**config.mk**
```make
export PLATFORM = sky130hd
export DESIGN_NAME = muldiv_seq_flat
export DESIGN_NICKNAME = d
export VERILOG_FILES = /design/src/rtl/muldiv_seq_pkg.sv /design/src/rtl/muldiv_seq_if.sv /design/src/rtl/muldiv_datapath.sv /design/src/rtl/muldiv_seq.sv /design/src/flat_wrapper.sv
export SDC_FILE = /design/constraint.sdc
export NUM_CORES = 1
export LEC_CHECK = 0
export ABC_AREA = 1
export ABC_CLOCK_PERIOD_IN_PS = 5850
export CELL_PAD_IN_SITES_DETAIL_PLACEMENT = 0
export CELL_PAD_IN_SITES_GLOBAL_PLACEMENT = 1
export CORE_ASPECT_RATIO = 1.1
export CORE_MARGIN = 4
export CORE_UTILIZATION = 45
export CTS_CLUSTER_SIZE = 40
export DETAILED_ROUTE_END_ITERATION = 12
export GPL_TIMING_DRIVEN = 0
export PLACE_DENSITY_LB_ADDON = 0.1
export SLEW_MARGIN = 5
export SYNTH_ARGS = -nofsm -noshare
export SYNTH_HDL_FRONTEND = slang
export SYNTH_SLANG_ARGS = --single-unit
```
**constraint.sdc**
```tcl
create_clock -name clk -period 5.85 [get_ports clk]
set_input_delay 0.585 -clock clk [delete_from_list [all_inputs] [get_ports clk]]
set_output_delay 0.585 -clock clk [all_outputs]
set_load 0.005 [all_outputs]
```
**src/rtl/muldiv_seq_pkg.sv**
```systemverilog
// muldiv_seq_pkg: shared width, op encoding and FSM states for the HI/LO mul/div unit
package muldiv_seq_pkg;
    localparam int XLEN = 32;
    typedef enum logic [1:0] {OP_MULT = 2'd0, OP_MULTU = 2'd1, OP_DIV = 2'd2, OP_DIVU = 2'd3} op_e;
    typedef enum logic [1:0] {S_IDLE = 2'd0, S_RUN = 2'd1, S_DONE = 2'd2} state_e;
endpackage

```
**src/rtl/muldiv_seq_if.sv**
```systemverilog
// muldiv_seq_if: EX-stage issue/stall handshake and HI/LO read-out of the mul/div unit
interface muldiv_seq_if #(parameter int XLEN = 32);
    logic start;
    muldiv_seq_pkg::op_e op;
    logic [XLEN-1:0] op_a;
    logic [XLEN-1:0] op_b;
    logic rd_hilo;
    logic flush;
    logic busy;
    logic stall_req;
    logic done;
    logic div_by_zero;
    logic [XLEN-1:0] hi;
    logic [XLEN-1:0] lo;
    modport master(output start, op, op_a, op_b, rd_hilo, flush,
                   input busy, stall_req, done, div_by_zero, hi, lo);
    modport slave(input start, op, op_a, op_b, rd_hilo, flush,
                  output busy, stall_req, done, div_by_zero, hi, lo);
endinterface

```
**src/rtl/muldiv_datapath.sv**
```systemverilog
// muldiv_datapath: shift-add multiply and restoring divide sharing one 2*XLEN shift register
// Multiply keeps {partial, multiplier} in p; divide keeps {remainder, dividend/quotient}.
module muldiv_datapath import muldiv_seq_pkg::*; #(parameter int XLEN = 32) (
    input  logic            clk,
    input  logic            rst,
    input  logic            load,
    input  logic            step,
    input  op_e             op,
    input  logic [XLEN-1:0] op_a,
    input  logic [XLEN-1:0] op_b,
    output logic [XLEN-1:0] res_hi,
    output logic [XLEN-1:0] res_lo
);
    logic [2*XLEN-1:0] p_q, p_d, prod;
    logic [XLEN-1:0] b_q, b_d, a_mag, b_mag, quo, rem;
    logic is_div_q, is_div_d, neg_res_q, neg_res_d, neg_rem_q, neg_rem_d;
    logic sgn_op, a_neg, b_neg;
    logic [XLEN:0] add, shl, sub;

    always_comb begin
        sgn_op = op == OP_MULT || op == OP_DIV;
        a_neg = sgn_op & op_a[XLEN-1];
        b_neg = sgn_op & op_b[XLEN-1];
        a_mag = a_neg ? -op_a : op_a;
        b_mag = b_neg ? -op_b : op_b;
        is_div_d = load ? op[1] : is_div_q;
        neg_res_d = load ? a_neg ^ b_neg : neg_res_q;
        neg_rem_d = load ? a_neg : neg_rem_q;
        b_d = load ? (op[1] ? b_mag : a_mag) : b_q;
        add = {1'b0, p_q[2*XLEN-1:XLEN]} + {1'b0, b_q & {XLEN{p_q[0]}}};
        shl = p_q[2*XLEN-1:XLEN-1];
        // a borrow out of the trial subtraction means the divisor did not fit
        sub = shl - {1'b0, b_q};
        p_d = load ? {{XLEN{1'b0}}, op[1] ? a_mag : b_mag}
            : !step ? p_q
            : !is_div_q ? {add, p_q[XLEN-1:1]}
            : sub[XLEN] ? {shl[XLEN-1:0], p_q[XLEN-2:0], 1'b0}
            : {sub[XLEN-1:0], p_q[XLEN-2:0], 1'b1};
        prod = neg_res_q ? -p_d : p_d;
        quo = neg_res_q ? -p_d[XLEN-1:0] : p_d[XLEN-1:0];
        rem = neg_rem_q ? -p_d[2*XLEN-1:XLEN] : p_d[2*XLEN-1:XLEN];
        res_hi = is_div_q ? rem : prod[2*XLEN-1:XLEN];
        res_lo = is_div_q ? quo : prod[XLEN-1:0];
    end

    always_ff @(posedge clk) begin
        if (rst) begin
            p_q <= '0;
            b_q <= '0;
            is_div_q <= 1'b0;
            neg_res_q <= 1'b0;
            neg_rem_q <= 1'b0;
        end else begin
            p_q <= p_d;
            b_q <= b_d;
            is_div_q <= is_div_d;
            neg_res_q <= neg_res_d;
            neg_rem_q <= neg_rem_d;
        end
    end
endmodule

```
**src/rtl/muldiv_seq.sv**
```systemverilog
// muldiv_seq: multi-cycle MULT/MULTU/DIV/DIVU unit owning HI/LO, with pipeline stall request
// The pre-operation HI/LO are kept so a flush in DONE can undo the write-back.
module muldiv_seq import muldiv_seq_pkg::*; #(parameter int XLEN = 32) (
    input logic clk,
    input logic rst,
    muldiv_seq_if.slave bus
);
    state_e state_q, state_d;
    logic [5:0] cnt_q, cnt_d;
    logic [XLEN-1:0] hi_q, hi_d, lo_q, lo_d, hi_old_q, hi_old_d, lo_old_q, lo_old_d;
    logic [XLEN-1:0] res_hi, res_lo;
    logic dbz_q, dbz_d, accept, dz, last;

    muldiv_datapath #(.XLEN(XLEN)) u_dp (
        .clk(clk), .rst(rst), .load(accept), .step(state_q == S_RUN),
        .op(bus.op), .op_a(bus.op_a), .op_b(bus.op_b), .res_hi(res_hi), .res_lo(res_lo)
    );

    always_comb begin
        accept = state_q == S_IDLE && bus.start && !bus.flush;
        dz = bus.op[1] && bus.op_b == '0;
        last = state_q == S_RUN && cnt_q == 6'(XLEN-1);
        state_d = state_q;
        cnt_d = cnt_q;
        hi_d = hi_q;
        lo_d = lo_q;
        hi_old_d = hi_old_q;
        lo_old_d = lo_old_q;
        dbz_d = 1'b0;
        if (bus.flush && state_q != S_IDLE) begin
            state_d = S_IDLE;
            if (state_q == S_DONE) {hi_d, lo_d} = {hi_old_q, lo_old_q};
        end else if (accept) begin
            state_d = dz ? S_DONE : S_RUN;
            cnt_d = '0;
            {hi_old_d, lo_old_d} = {hi_q, lo_q};
            if (dz) {hi_d, lo_d, dbz_d} = {bus.op_a, {XLEN{1'b1}}, 1'b1};
        end else if (last) begin
            state_d = S_DONE;
            {hi_d, lo_d} = {res_hi, res_lo};
        end else if (state_q == S_RUN) begin
            cnt_d = cnt_q + 6'd1;
        end else if (state_q == S_DONE) begin
            state_d = S_IDLE;
        end
    end

    assign bus.busy = state_q != S_IDLE;
    assign bus.stall_req = bus.busy & (bus.start | bus.rd_hilo);
    assign bus.done = state_q == S_DONE && !bus.flush;
    assign bus.div_by_zero = dbz_q && state_q == S_DONE && !bus.flush;
    assign bus.hi = hi_q;
    assign bus.lo = lo_q;

    always_ff @(posedge clk) begin
        if (rst) begin
            state_q <= S_IDLE;
            cnt_q <= '0;
            hi_q <= '0;
            lo_q <= '0;
            hi_old_q <= '0;
            lo_old_q <= '0;
            dbz_q <= 1'b0;
        end else begin
            state_q <= state_d;
            cnt_q <= cnt_d;
            hi_q <= hi_d;
            lo_q <= lo_d;
            hi_old_q <= hi_old_d;
            lo_old_q <= lo_old_d;
            dbz_q <= dbz_d;
        end
    end
endmodule

```
**src/flat_wrapper.sv**
```systemverilog
// flat-port wrapper written by rule: the top's interface ports become plain ports
module muldiv_seq_flat import muldiv_seq_pkg::*;
#(parameter int XLEN = 32)
  (clk, rst, bus_start, bus_op, bus_op_a, bus_op_b, bus_rd_hilo, bus_flush, bus_busy, bus_stall_req, bus_done, bus_div_by_zero, bus_hi, bus_lo);
  muldiv_seq_if #(.XLEN(XLEN)) bus_i ();
  input logic clk;
  input logic rst;
  input wire logic [$bits(bus_i.start)-1:0] bus_start;
  input wire logic [$bits(bus_i.op)-1:0] bus_op;
  input wire logic [$bits(bus_i.op_a)-1:0] bus_op_a;
  input wire logic [$bits(bus_i.op_b)-1:0] bus_op_b;
  input wire logic [$bits(bus_i.rd_hilo)-1:0] bus_rd_hilo;
  input wire logic [$bits(bus_i.flush)-1:0] bus_flush;
  output wire logic [$bits(bus_i.busy)-1:0] bus_busy;
  output wire logic [$bits(bus_i.stall_req)-1:0] bus_stall_req;
  output wire logic [$bits(bus_i.done)-1:0] bus_done;
  output wire logic [$bits(bus_i.div_by_zero)-1:0] bus_div_by_zero;
  output wire logic [$bits(bus_i.hi)-1:0] bus_hi;
  output wire logic [$bits(bus_i.lo)-1:0] bus_lo;
  assign bus_i.start = bus_start;
  assign bus_i.op = bus_op;
  assign bus_i.op_a = bus_op_a;
  assign bus_i.op_b = bus_op_b;
  assign bus_i.rd_hilo = bus_rd_hilo;
  assign bus_i.flush = bus_flush;
  assign bus_busy = bus_i.busy;
  assign bus_stall_req = bus_i.stall_req;
  assign bus_done = bus_i.done;
  assign bus_div_by_zero = bus_i.div_by_zero;
  assign bus_hi = bus_i.hi;
  assign bus_lo = bus_i.lo;
  muldiv_seq #(.XLEN(XLEN)) u_core (.clk(clk), .rst(rst), .bus(bus_i));
endmodule
```
## After elaboration in Yosys (flattened, before gate mapping)

Index checks and enable logic that the tools add are counted.

| word-level totals | value |
|---|---|
| input bits | 71 |
| word-level logic and storage cells | 91 |
| output and inout port bits | 68 |
| register bits after elaboration | 236 |

| cells by class | value |
|---|---|
| mux-type cells | 32 |
| bitwise logic cells | 8 |
| reduce and logical (&&, ||, !) cells | 23 |
| equal/unequal tests | 8 |
| add/subtract/negate cells | 8 |

Operators with widths:

| cell | count |
|---|---|
| 32-bit two-way mux | 18 |
| 64-bit two-way mux | 5 |
| 32-bit negation | 4 |
| 64-bit negation | 1 |
| 32-bit by 32-bit adder with 33-bit output | 1 |
| 33-bit by 32-bit subtractor with 33-bit output | 1 |
| 32-bit AND | 1 |
| 32-bit logical NOT | 1 |
| 6-bit two-way mux | 3 |
| 2-bit two-way mux | 5 |
| 1-bit logical AND | 8 |
| 6-bit by 1-bit adder with 6-bit output (second input constant) | 1 |
| 6-bit by 5-bit == test with 1-bit output (second input constant) | 1 |
| 3-bit AND reduction | 2 |
| 3-bit nonzero test | 2 |
| 2-bit == test (second input constant) | 2 |
| 2-bit logical NOT | 2 |
| 2-bit inequality test (second input constant) | 2 |
| 2-bit AND reduction | 2 |
| 2-bit nonzero test | 2 |
| 1-bit AND | 3 |
| 3-bit by 1-bit inequality test with 1-bit output (second input constant) | 1 |
| 3-bit by 2-bit inequality test with 1-bit output (second input constant) | 1 |
| 3-bit OR reduction | 1 |
| 8 further kinds | 9 |

## Longest topological paths before layout

| depth | value |
|---|---|
| depth in word-level cells | 12 |
| gate-level depth with buffers | 36 |
| depth with buffers taken out | 36 |

## By module

Synthesis repeated with hierarchy kept, for this count alone.

| unflattened totals | value |
|---|---|
| cell total of the unflattened synthesis | 3,716 |
| area total of the unflattened synthesis | 21,191.6 um^2 |

Modules (own cells, without submodules):

| module | cells each | times used | sequential area each (um^2) | area each (um^2) |
|---|---|---|---|---|
| muldiv_datapath | 2,794 | 1 | 1,981.9 | 14,864.3 |
| muldiv_seq | 922 | 1 | 2,742.6 | 6,327.3 |

## Worst setup path before layout

Ideal clock, no wire load.

| path | value |
|---|---|
| kind | reg-to-reg |
| start | reg u_core.u_dp.p_q[31] |
| end | reg u_core.hi_q[30], in the netlist u_core.bus.hi[30] |
| setup time | 0.066 ns |
| clock period less this slack | 3.631 ns |
| data required time | 5.784 ns |
| slack | 2.219 ns |
| path buffers | 0 |
| stages on the path, launching flop included | 34 |
| data arrival time | 3.565 ns |
| cell sequence | dfxtp_1 > inv_1 > ha_1 > fa_1 > inv_1 > nand2_1 > nand2_1 > nand3_1 > nand2_2 > nand2_2 > nand2_4 > nand2_4 > nand3_2 > nand2_4 > o21ai_2 > nand2_1 > nand2_2 > ha_1 > nand3_1 > nor2_2 > nand2_1 > nor2_2 > nand3_2 > nor2_2 > nand4_1 > nor2_1 > nand2_1 > nand2_1 > nand3_1 > o21ai_1 > nand2_1 > nand2_1 > nand2_1 > a21oi_2 |

| between the ends | value |
|---|---|
| word-level cells in the longest chain between the ends | 11 |
| elaborated cells on any way between the ends | 13 |
| classes of those cells | 3 x add/sub; 10 x mux |

Ends and longest elaborated chain:

| item | RTL line | source |
|---|---|---|
| start, declared | muldiv_datapath.sv:14 | `logic [2*XLEN-1:0] p_q, p_d, prod;` |
| start signal, assigned | muldiv_datapath.sv:54 | `p_q <= p_d;` |
| 33-bit by 32-bit subtractor with 33-bit output | muldiv_datapath.sv:33 | `sub = shl - {1'b0, b_q};` |
| 64-bit two-way mux | muldiv_datapath.sv:37 | `: sub[XLEN] ? {shl[XLEN-1:0], p_q[XLEN-2:0], 1'b0}` |
| 64-bit two-way mux | muldiv_datapath.sv:36 | `: !is_div_q ? {add, p_q[XLEN-1:1]}` |
| 64-bit two-way mux (*) | muldiv_datapath.sv:35 | `: !step ? p_q` |
| 64-bit two-way mux (*) | muldiv_datapath.sv:34 | `p_d = load ? {{XLEN{1'b0}}, op[1] ? a_mag : b_mag}` |
| 64-bit negation / 32-bit negation (equally long branches) | muldiv_datapath.sv:39, muldiv_datapath.sv:41 |  |
| 64-bit two-way mux / 32-bit two-way mux (equally long branches) | muldiv_datapath.sv:39, muldiv_datapath.sv:41 |  |
| 32-bit two-way mux (*) | muldiv_datapath.sv:42 | `res_hi = is_div_q ? rem : prod[2*XLEN-1:XLEN];` |
| 32-bit two-way mux (*) | muldiv_seq.sv:38 | `end else if (last) begin` |
| 32-bit two-way mux (*) | muldiv_seq.sv:33 | `end else if (accept) begin` |
| 32-bit two-way mux (*) | muldiv_seq.sv:30 | `if (bus.flush && state_q != S_IDLE) begin` |
| end signal, assigned | muldiv_seq.sv:67 | `hi_q <= hi_d;` |
| end, declared | muldiv_seq.sv:10 | `logic [XLEN-1:0] hi_q, hi_d, lo_q, lo_d, hi_old_q, hi_old_d, lo_old_q, lo_old_d;` |

Mark *: on every way between the ends. The rest lies on a longest branch, timed or not. The select of a mux whose other input is x is not followed.
A chain may end at the register's enable or synchronous reset.

## Worst setup path after layout

| path | value |
|---|---|
| start | reg u_core.u_dp.p_q[49] |
| end | reg u_core.hi_q[6], in the netlist u_core.bus.hi[6] |

| between the ends | value |
|---|---|
| word-level cells in the longest chain between the ends | 11 |
| elaborated cells on any way between the ends | 13 |
| classes of those cells | 3 x add/sub; 10 x mux |

Ends and longest elaborated chain:

| item | RTL line |
|---|---|
| 33-bit by 32-bit subtractor with 33-bit output (*) | muldiv_datapath.sv:33 |
| 64-bit two-way mux (*) | muldiv_datapath.sv:37 |
| 64-bit two-way mux (*) | muldiv_datapath.sv:36 |
| 64-bit two-way mux (*) | muldiv_datapath.sv:35 |
| 64-bit two-way mux (*) | muldiv_datapath.sv:34 |
| 64-bit negation / 32-bit negation (equally long branches) | muldiv_datapath.sv:39, muldiv_datapath.sv:41 |
| 64-bit two-way mux / 32-bit two-way mux (equally long branches) | muldiv_datapath.sv:39, muldiv_datapath.sv:41 |
| 32-bit two-way mux (*) | muldiv_datapath.sv:42 |
| 32-bit two-way mux (*) | muldiv_seq.sv:38 |
| 32-bit two-way mux (*) | muldiv_seq.sv:33 |
| 32-bit two-way mux (*) | muldiv_seq.sv:30 |

Marks and branches as above.

==> results_dict.tcl <==
set metrics [dict create \
    clkTransAtPathRegs_ns 0.07 \
    fin_skew_ns 0.0285 \
    crit_buf_inv 1 \
    synth-edff-count 0 \
    setup_viol 0 \
    rsz0062_at_grt "false" \
    synth_ff_type "dfxtp_1" \
    slowest_stage "dfxtp_1" \
    cpPeakStageDelay_ns 0.68 \
    netlist_instances 3673 \
    grt_max_degree 15 \
    drtIter0Drc 2705 \
    grt_usage_pct 38.1 \
    syn2layout_area_growth_pct 14.0 \
    place_inst 4405 \
    max_freq_ghz 0.186 \
    cp-end-kind "flip-flop" \
    root_buffer "clkbuf_16" \
    fp.dieArea_um2 50600 \
    dp_hpwl_um 84200 \
    diodes 0 \
    port_buffers 137 \
    drive_above_1_share_pct 7.28 \
    ys_seq_elements 236 \
    h-tree-depth 1 \
    die_h_um 236 \
    drc_errors 0 \
    drtAntennaViolNets 0 \
    cts_setup_buffers 0 \
    synth_top_area_share_pct 22.3 \
    finalNetCount 3980 \
    start_util_pct 45.4 \
    clock_latency_ns 0.57 \
    synthTopCellsByCount "nand2_1 (1023), inv_1 (477), nor2_1 (430)" \
    cts_inserted_buffers 26 \
    placementRows 83 \
    ctsHoldBuffers 0 \
    stdcell_count 4453 \
    numClockSinks 236 \
    coreArea_um2 46600 \
    tightest_slew_ns 1.07 \
    critical_path_arrival_ns 5.87 \
    wirelength_um 102000 \
    synth-async-reset-ratio_pct 0 \
    die_w_um 215 \
    cp_common_cell "nand2_1" \
    critical_path.max_fanout 6 \
    first_pass_iters 6 \
    syn_area_per_cell_um2 5.77 \
    avgViaCountPerCell 5.80 \
    finalCritPeriodShare_pct 91.7 \
    fin_util_pct 51.8 \
    yosysTopAreaCell "dfxtp_1" \
    grt_pass1_vias 23949 \
    timing_hold_violations_final 0 \
    critPathKind "reg2reg" \
    ioPinCount 139 \
    synth_area_leaders "dfxtp_1 (22%), nand2_1 (18%), inv_1 (8.5%), nand3_1 (7.7%), nor2_1 (7.6%)" \
    maxSlewHeadroom_pct 28.4 \
    cap_viol_max_count 0 \
    ir_drop_mv 0.255 \
    wl_per_cell_um 22.9 \
    cts.path.max_buffers 3 \
    power_density_nw_per_um2 249 \
    ys_types 54 \
    tns_ns 0 \
    vias 25843 \
    hold_class "reg2reg" \
    leakage_nw 11.7 \
    globalplace.congestion 1.10 \
    antenna_found_initial 2 \
    min_period_ns 5.36 \
    fillers 4931 \
    crit_family "simple AND/OR/NAND/NOR gates" \
    syn_area_um2 21200 \
    synth_fp_nets 3815 \
    startpoint_type "flip-flop" \
    grt-ovfl-total 0 \
    status "finished, final reports clean" \
    synth.most_common_cell "nand2_1" \
    grt_pass1_wl_um 148000 \
    ys_warn_count 0 \
    cts_tree "built" \
    cts_resized 0 \
    slew_violations 0 \
    required_ns 6.35 \
    seq_area_frac_synth_pct 22.3 \
]
==> per-layer routing <==
metal / track usage, % / routed length (um) / vias up
met2: 63.2 / 46300 / 1435
met5: 0 / 19 / -
met1: 45.0 / 38200 / 11888
met4: 27.3 / 9110 / 2
met3: 5.50 / 8320 / 377
li1: - / - / 12141
==> layout by cell type, fill, tap and decap left out, types with 24 or more instances in the layout <==
master           instances
nand2_1               1023
inv_1                  477
nor2_1                 430
nand3_1                325
o21ai_0                247
a21oi_1                245
dfxtp_1                236
clkdlybuf4s50_1        137
clkbuf_1                95
ha_1                    69
nand2_2                 48
buf_2                   39
nand4_1                 39
nor2_2                  30
xnor2_1                 30
o221ai_1                28
nand3_2                 27
clkbuf_16               26
o21ai_1                 25
xor2_1                  24
==> kinds of logic (layout without fill, tap and decap cells) <==
group / Yosys count / after routing / synth area share (%)
buffers and inverters: 651 / 836 / 12.2
XOR/XNOR: 54 / 54 / 2.23
flip-flops: 236 / 236 / 22.3
adder cells (fa/ha/maj): 71 / 71 / 4.27
AND/OR/NAND/NOR: 2017 / 2017 / 41.9
AO/OA/AOI/OAI: 644 / 644 / 17.0
==> worst min-delay path, cell delays in order (launching register included) <==
cell     delay, ns
dfxtp_1       0.30
inv_1         0.07
a21oi_1       0.06
==> registers in the layout, indices dropped and copies added (netlist names), 2 cells and up <==
name             count
u_core.u_dp.b_q     32
u_core.bus.hi       32
u_core.cnt_q         6
u_core.state_q       2
u_core.u_dp.p_q     64
u_core.bus.lo       32
u_core.lo_old_q     32
u_core.hi_old_q     32
==> report_power, final <==
part	total [mW]	internal (mW)	leakage (nW)	switching [mW]
clock	1.66	0.932	0.409	0.731
sequential	1.81	1.71	1.93	0.105
combinational	2.54	0.769	9.38	1.77
==> layout make-up <==
type | instances | area, um^2 | area share (%)
Buffer | 153 | 722 | 2.99
Clock buffer | 38 | 736 | 3.05
Clock inverter | 10 | 119 | 0.492
Inverter | 498 | 1870 | 7.74
Multi-Input combinational cell | 2786 | 13900 | 57.4
Sequential cell | 236 | 4720 | 19.6
Tap cell | 595 | 744 | 3.08
Timing Repair Buffer | 137 | 1370 | 5.68
==> per-stage QoR <==
step / worst slack, ns / hold slack (ns) / instance area, um^2 / power [mW]
floorplan: 2.22 / 0.430 / 21200 / 3.43
global placement: 0.661 / 0.448 / 23300 / 4.28
detailed placement: 0.597 / 0.452 / 23300 / 4.30
CTS: 0.684 / 0.463 / 24100 / 5.94
global route: 0.232 / 0.493 / 24100 / 6.29
finish: 0.485 / 0.469 / 24100 / 6.02
==> worst paths after layout <==
path	slack (ns)	cells past startpoint	from	endpoint
setup / recovery	0.49	29	u_core.u_dp.p_q[49]	u_core.bus.hi[6]
hold / removal	0.47	2	u_core.hi_old_q[1]	u_core.hi_old_q[1]
hold reg to reg	0.47	2	u_core.hi_old_q[1]	u_core.hi_old_q[1]
setup reg to reg	0.49	29	u_core.u_dp.p_q[49]	u_core.bus.hi[6]
Power figures use the tool's default switching activity.
